File: src/rtl/lau_pkg.sv
// Shared types and helpers for the arithmetic unit library.
package lau_pkg;

  typedef enum logic [1:0] {
    SLOW   = 2'd0,
    MEDIUM = 2'd1,
    FAST   = 2'd2
  } speed_e;

  // Width of an index into n items; never zero, so a single item still gets a 1-bit id.
  function automatic int idx_width(input int n);
    return (n <= 2) ? 1 : $clog2(n);
  endfunction

endpackage

File: src/rtl/inc_share_arbiter_if.sv
// Request/response bundle of the shared incrementer.
// Both channels are valid/ready: a transfer happens on a rising edge where valid and ready are both 1;
// ReqReady may depend on ReqValid and RspReady, but ReqValid never depends on ReqReady.
interface inc_share_arbiter_if
  import lau_pkg::*;
#(
  parameter int width = 8,
  parameter int nreq  = 4,
  parameter int idw   = idx_width(nreq)
);
  logic [nreq-1:0]       ReqValid;
  logic [nreq-1:0]       ReqReady;
  logic [nreq*width-1:0] ReqA;
  logic                  RspValid;
  logic                  RspReady;
  logic [width-1:0]      RspZ;
  logic                  RspCarry;
  logic [idw-1:0]        RspId;

  modport slave (
    input  ReqValid, ReqA, RspReady,
    output ReqReady, RspValid, RspZ, RspCarry, RspId
  );

  modport master (
    output ReqValid, ReqA, RspReady,
    input  ReqReady, RspValid, RspZ, RspCarry, RspId
  );
endinterface

File: src/rtl/inc_share_arbiter_rr_pick.sv
// Combinational round-robin picker: first set request searching cyclically from i_ptr.
module rr_pick
  import lau_pkg::*;
#(
  parameter int nreq = 4,
  parameter int idw  = idx_width(nreq)
) (
  input  logic [nreq-1:0] i_req,
  input  logic [idw-1:0]  i_ptr,
  output logic [nreq-1:0] o_grant,
  output logic [idw-1:0]  o_idx,
  output logic            o_any
);
  // Walk the search order backwards so the candidate nearest the pointer is written last and wins.
  always_comb begin
    o_grant = '0;
    o_idx   = '0;
    o_any   = 1'b0;
    for (int k = nreq - 1; k >= 0; k--) begin
      if (i_req[(int'(i_ptr) + k) % nreq]) begin
        o_grant = '0;
        o_grant[(int'(i_ptr) + k) % nreq] = 1'b1;
        o_idx   = idw'((int'(i_ptr) + k) % nreq);
        o_any   = 1'b1;
      end
    end
  end
endmodule

File: src/rtl/lau_inc.sv
// Combinational incrementer Z = A + 1 built from a prefix-AND of the operand bits.
// SLOW ripples the prefix; MEDIUM/FAST use a log-depth parallel prefix.
module Inc
  import lau_pkg::*;
#(
  parameter int     width = 8,
  parameter speed_e speed = FAST
) (
  input  logic [width-1:0] A,
  output logic [width-1:0] Z
);
  // w_pre[i] = &A[i:0]; bit i toggles when every lower bit is one.
  logic [width-1:0] w_pre;

  if (speed == SLOW) begin : g_ripple
    always_comb begin
      w_pre = A;
      for (int i = 1; i < width; i++) begin
        w_pre[i] = w_pre[i-1] & A[i];
      end
    end
  end else begin : g_prefix
    logic [width-1:0] w_lvl;
    always_comb begin
      w_pre = A;
      w_lvl = A;
      for (int s = 1; s < width; s = s * 2) begin
        w_lvl = w_pre;
        for (int i = s; i < width; i++) begin
          w_lvl[i] = w_pre[i] & w_pre[i-s];
        end
        w_pre = w_lvl;
      end
    end
  end

  assign Z = A ^ {w_pre[width-2:0], 1'b1};
endmodule

File: src/rtl/inc_share_arbiter.sv
// One incrementer shared by nreq requesters through a round-robin grant and a
// single registered, id-tagged response slot that sustains one result per cycle.
module inc_share_arbiter
  import lau_pkg::*;
#(
  parameter int     width = 8,
  parameter int     nreq  = 4,
  parameter speed_e speed = FAST
) (
  input logic                 CLK,
  input logic                 RST,
  inc_share_arbiter_if.slave  bus
);
  localparam int idw = idx_width(nreq);

  logic [idw-1:0]   r_ptr;
  logic             r_rsp_valid;
  logic [width-1:0] r_rsp_z;
  logic             r_rsp_carry;
  logic [idw-1:0]   r_rsp_id;

  logic             w_free;
  logic             w_any;
  logic             w_fire;
  logic [nreq-1:0]  w_grant_oh;
  logic [idw-1:0]   w_grant_idx;
  logic [idw-1:0]   w_ptr_nxt;
  logic [width-1:0] w_opnd;
  logic [width-1:0] w_sum;
  logic             w_carry;

  rr_pick #(.nreq(nreq), .idw(idw)) u_pick (
    .i_req   (bus.ReqValid),
    .i_ptr   (r_ptr),
    .o_grant (w_grant_oh),
    .o_idx   (w_grant_idx),
    .o_any   (w_any)
  );

  // The slot can take a new result when empty or when its current result leaves this cycle.
  assign w_free       = !r_rsp_valid || bus.RspReady;
  assign w_fire       = w_free && w_any;
  assign bus.ReqReady = w_free ? w_grant_oh : '0;

  assign w_opnd  = bus.ReqA[int'(w_grant_idx)*width +: width];
  assign w_carry = &w_opnd;
  assign w_ptr_nxt = (w_grant_idx == idw'(nreq - 1)) ? '0 : w_grant_idx + 1'b1;

  Inc #(.width(width), .speed(speed)) u_inc (
    .A (w_opnd),
    .Z (w_sum)
  );

  always_ff @(posedge CLK or posedge RST) begin
    if (RST) begin
      r_ptr       <= '0;
      r_rsp_valid <= 1'b0;
      r_rsp_z     <= '0;
      r_rsp_carry <= 1'b0;
      r_rsp_id    <= '0;
    end else if (w_fire) begin
      r_ptr       <= w_ptr_nxt;
      r_rsp_valid <= 1'b1;
      r_rsp_z     <= w_sum;
      r_rsp_carry <= w_carry;
      r_rsp_id    <= w_grant_idx;
    end else if (bus.RspReady) begin
      r_rsp_valid <= 1'b0;
    end
  end

  assign bus.RspValid = r_rsp_valid;
  assign bus.RspZ     = r_rsp_z;
  assign bus.RspCarry = r_rsp_carry;
  assign bus.RspId    = r_rsp_id;
endmodule

File: src/flat_wrapper.sv
// flat-port wrapper written by rule: the top's interface ports become plain ports
module inc_share_arbiter_flat import lau_pkg::*;
#(
  parameter int     width = 8,
  parameter int     nreq  = 4,
  parameter speed_e speed = FAST
)
  (CLK, RST, bus_ReqValid, bus_ReqA, bus_RspReady, bus_ReqReady, bus_RspValid, bus_RspZ, bus_RspCarry, bus_RspId);
  inc_share_arbiter_if #(.width(width), .nreq(nreq)) bus_i ();
  input logic CLK;
  input logic RST;
  input wire logic [$bits(bus_i.ReqValid)-1:0] bus_ReqValid;
  input wire logic [$bits(bus_i.ReqA)-1:0] bus_ReqA;
  input wire logic [$bits(bus_i.RspReady)-1:0] bus_RspReady;
  output wire logic [$bits(bus_i.ReqReady)-1:0] bus_ReqReady;
  output wire logic [$bits(bus_i.RspValid)-1:0] bus_RspValid;
  output wire logic [$bits(bus_i.RspZ)-1:0] bus_RspZ;
  output wire logic [$bits(bus_i.RspCarry)-1:0] bus_RspCarry;
  output wire logic [$bits(bus_i.RspId)-1:0] bus_RspId;
  assign bus_i.ReqValid = bus_ReqValid;
  assign bus_i.ReqA = bus_ReqA;
  assign bus_i.RspReady = bus_RspReady;
  assign bus_ReqReady = bus_i.ReqReady;
  assign bus_RspValid = bus_i.RspValid;
  assign bus_RspZ = bus_i.RspZ;
  assign bus_RspCarry = bus_i.RspCarry;
  assign bus_RspId = bus_i.RspId;
  inc_share_arbiter #(.width(width), .nreq(nreq), .speed(speed)) u_core (.CLK(CLK), .RST(RST), .bus(bus_i));
endmodule
File: config.mk
export PLATFORM = sky130hd
export DESIGN_NAME = inc_share_arbiter_flat
export DESIGN_NICKNAME = d
export VERILOG_FILES = /design/src/rtl/lau_pkg.sv /design/src/rtl/inc_share_arbiter_if.sv /design/src/rtl/inc_share_arbiter_rr_pick.sv /design/src/rtl/lau_inc.sv /design/src/rtl/inc_share_arbiter.sv /design/src/flat_wrapper.sv
export SDC_FILE = /design/constraint.sdc
export NUM_CORES = 1
export LEC_CHECK = 0
export CAP_MARGIN = 20
export CORE_MARGIN = 2
export CORE_UTILIZATION = 44
export CTS_BUF_LIST = sky130_fd_sc_hd__clkbuf_8 sky130_fd_sc_hd__clkbuf_16
export DETAILED_ROUTE_END_ITERATION = 10
export GPL_ROUTABILITY_DRIVEN = 0
export GPL_TIMING_DRIVEN = 0
export PLACE_DENSITY = 0.81
export SLEW_MARGIN = 20
export SYNTH_ARGS = -nofsm -noshare
export SYNTH_HDL_FRONTEND = slang
export SYNTH_SLANG_ARGS = --single-unit
File: constraint.sdc
create_clock -name CLK -period 4.05 [get_ports CLK]
set_input_delay 0.405 -clock CLK [delete_from_list [all_inputs] [get_ports CLK]]
set_output_delay 0.405 -clock CLK [all_outputs]
set_load 0.1 [all_outputs]
==> impl_metrics.tcl <==
set metrics [dict create \
    max_freq_mhz 260.5 \
    ys.flop_type "dfrtp_1" \
    skew_ps 0.6756 \
    criticalPathCategory "reg -> out" \
    cts_root_buf "clkbuf_8" \
    reg2reg_depth 15 \
    cts_resized 0 \
    drt_iter0_markers 67 \
    grt_pass1_vias 1317 \
    track_usage_pct 20.67 \
    clock_path_buffers 2 \
    num-nets-final 248 \
    status "finished clean" \
    postCtsHoldBufs 0 \
    dieHeight_microns 60.46 \
    coreArea_sq_um 3053 \
    io-pin-count 55 \
    grt_max_degree 15 \
    clk_pin_slew_ps 60 \
    die_w_microns 60.46 \
    hold_viol 0 \
    drive_gt1_share_pct 14.57 \
    drv_cap 0 \
    cts_max_level 1 \
    dieArea_sq_um 3655 \
    row_count 20 \
    syn_inst 141 \
    post_cts_buffers 0 \
    grt-ovfl-total 0 \
    dp_hpwl_mm 2.788 \
    crit_path_cell_trace "buf_6 -> inv_1 -> ha_1 -> mux4_1 -> nor2b_4 -> a221oi_1 -> a211o_1 -> a21oi_1 -> clkdlybuf4s50_1" \
    synth-edff-count 0 \
    path_buf_inv 3 \
    synth_area_sq_um 1403 \
    crit_fanout 9 \
    antenna_found_initial 0 \
    async_flop_share_pct 100.0 \
    endpoint_kind "output port" \
    worstSkewPairLatency_ps 250 \
    critPathSlowestCell "clkdlybuf4s50_1" \
    drt_wl_total_mm 3.484 \
    cts.sinks 14 \
    relSlewSlack_pct 34.55 \
    yosys.cell_types.count 40 \
    finalSetupViolations 0 \
    ys_seq_area_share_pct 24.98 \
    critPathMaxStageDelay_ps 1150 \
    tns_ps 0 \
    cp.depth 9 \
    cp-start-kind "flip-flop" \
    synth_nets 189 \
    holdPathStages 2 \
    vias_per_cell 5.255 \
    grt_pass1_wl_mm 5.775 \
    cts_made_buffers 3 \
    cts_tree "yes" \
    drt-wirelength-per-cell_microns 14.34 \
    post-route-period-util_pct 94.79 \
    worst_slew_pin_slew_ps 978.6 \
    vias 1277 \
    maxSlewViolCount 0 \
    ys_warn_count 0 \
    crit_family "buffers and inverters" \
    hp-class "reg -> reg" \
    ys_seq_elements 14 \
    postRouteAntennaNets 0 \
    drc 0 \
    initial_core_util_pct 45.94 \
    fin_crit_ps 3839 \
    worstPathRequired_ps 3640 \
    portBuffers 54 \
    drt_first_pass_iters 5 \
    areaGrowthSynthToFinish_pct 46.39 \
    num_antenna_cells 0 \
    arrival_ps 3430 \
    rsz0062_at_grt "false" \
    avgSynthCellArea_sq_um 9.947 \
]
## worst min-delay path, stage by stage, from the launching register on
cell     delay (ps)
dfrtp_1         340
nand2_1          50
o21ai_0          60
## final timing paths
kind	start	endpoint	slack, ps
setup / recovery	u_core.r_ptr[0]$_DFFE_PP0P_	bus_ReqReady[2]	210
hold / removal	u_core.bus.RspZ[2]$_DFFE_PP0P_	u_core.bus.RspZ[2]$_DFFE_PP0P_	480
min in group asynchronous	RST	u_core.bus.RspZ[6]$_DFFE_PP0P_	490
max in group asynchronous	RST	u_core.bus.RspZ[5]$_DFFE_PP0P_	3210
setup reg to reg	u_core.r_ptr[0]$_DFFE_PP0P_	u_core.bus.RspZ[6]$_DFFE_PP0P_	620
hold reg to reg	u_core.bus.RspZ[2]$_DFFE_PP0P_	u_core.bus.RspZ[2]$_DFFE_PP0P_	480
## synthesized netlist by cell type, types with 3 or more instances
cell type  number  area share, %
a211o_1         5            3.1
dfrtp_1        14             25
a221oi_1        4            2.5
mux2_2          9            7.2
nand2b_1        4            1.8
xor2_1          4            2.5
ha_1            9            8.0
nand2_1        15            4.0
nor2_1          4            1.1
inv_1           9            2.4
o21ai_1         6            2.1
mux2i_1        18             13
a21oi_1         6            2.1
clkbuf_1        3           0.80
## layout by cell type, fill, tap and decap left out, types with 2 or more instances in the layout
| cell type | netlist | routed |
|---|---|---|
| xor2_1 | 4 | 4 |
| o21ai_0 | 2 | 2 |
| buf_6 | 2 | 2 |
| mux2i_1 | 18 | 18 |
| inv_1 | 9 | 9 |
| dfrtp_1 | 14 | 14 |
| a221oi_1 | 4 | 4 |
| mux4_2 | 2 | 2 |
| o21ai_1 | 6 | 6 |
| nand2_1 | 15 | 15 |
| nor2b_1 | 2 | 2 |
| clkbuf_1 | 3 | 3 |
| nor2_2 | 2 | 2 |
| a211o_1 | 5 | 5 |
| nor2_1 | 4 | 4 |
| ha_1 | 9 | 9 |
| clkdlybuf4s50_1 | 0 | 54 |
| nand2b_1 | 4 | 4 |
| a21oi_1 | 6 | 6 |
| mux2_2 | 9 | 9 |
| clkbuf_8 | 0 | 4 |
## layer usage
layer | GRT usage [%] | part of all wire, %
met3 | 2.772 | 5.3
met2 | 40.06 | 53
met4 | 3.727 | 1.1
met1 | 24.40 | 41
met5 | 0 | 0
## sequential cells by signal, indices dropped and copies added (netlist names)
register and flops:
u_core.bus.RspZ 8, u_core.bus.RspId 2, u_core.r_ptr 2, u_core.bus.RspCarry 1, u_core.bus.RspValid 1
## cells by family after synthesis
family          after synthesis  share of synthesized area [%]
xor+xnor                      4                          2.498
flops                        14                          24.98
compound gates               30                          15.17
buf+inv                      18                          8.117
fa+ha+maj                     9                          8.029
simple gates                 35                          14.99
mux                          31                          26.23
## per-stage QoR
step | instances | util, % | instance area (sq um) | setup WS, ps | hold slack (ps)
after floorplan | 141 | - | 1403 | 438.3 | 294.2
after global placement | 239 | 65.45 | 1998 | 398.7 | 465.8
after detailed placement | 239 | 65.45 | 1998 | 282.6 | 475.0
after CTS | 243 | 67.25 | 2053 | 197.2 | 488.3
after global routing | 243 | 67.25 | 2053 | 48.10 | 532.9
final | 243 | 67.25 | 2053 | 210.9 | 479.2
## cell type report
type | count | area, sq um
Buffer | 9 | 80.08
Clock buffer | 4 | 55.05
Fill cell | 252 | 999.7
Inverter | 9 | 33.78
Multi-Input combinational cell | 109 | 938.4
Sequential cell | 14 | 350.3
Tap cell | 44 | 55.05
Timing Repair Buffer | 54 | 540.5
Power is not shown: default switching activity piles up to over one toggle a cycle in this logic, so the estimate is an artifact.
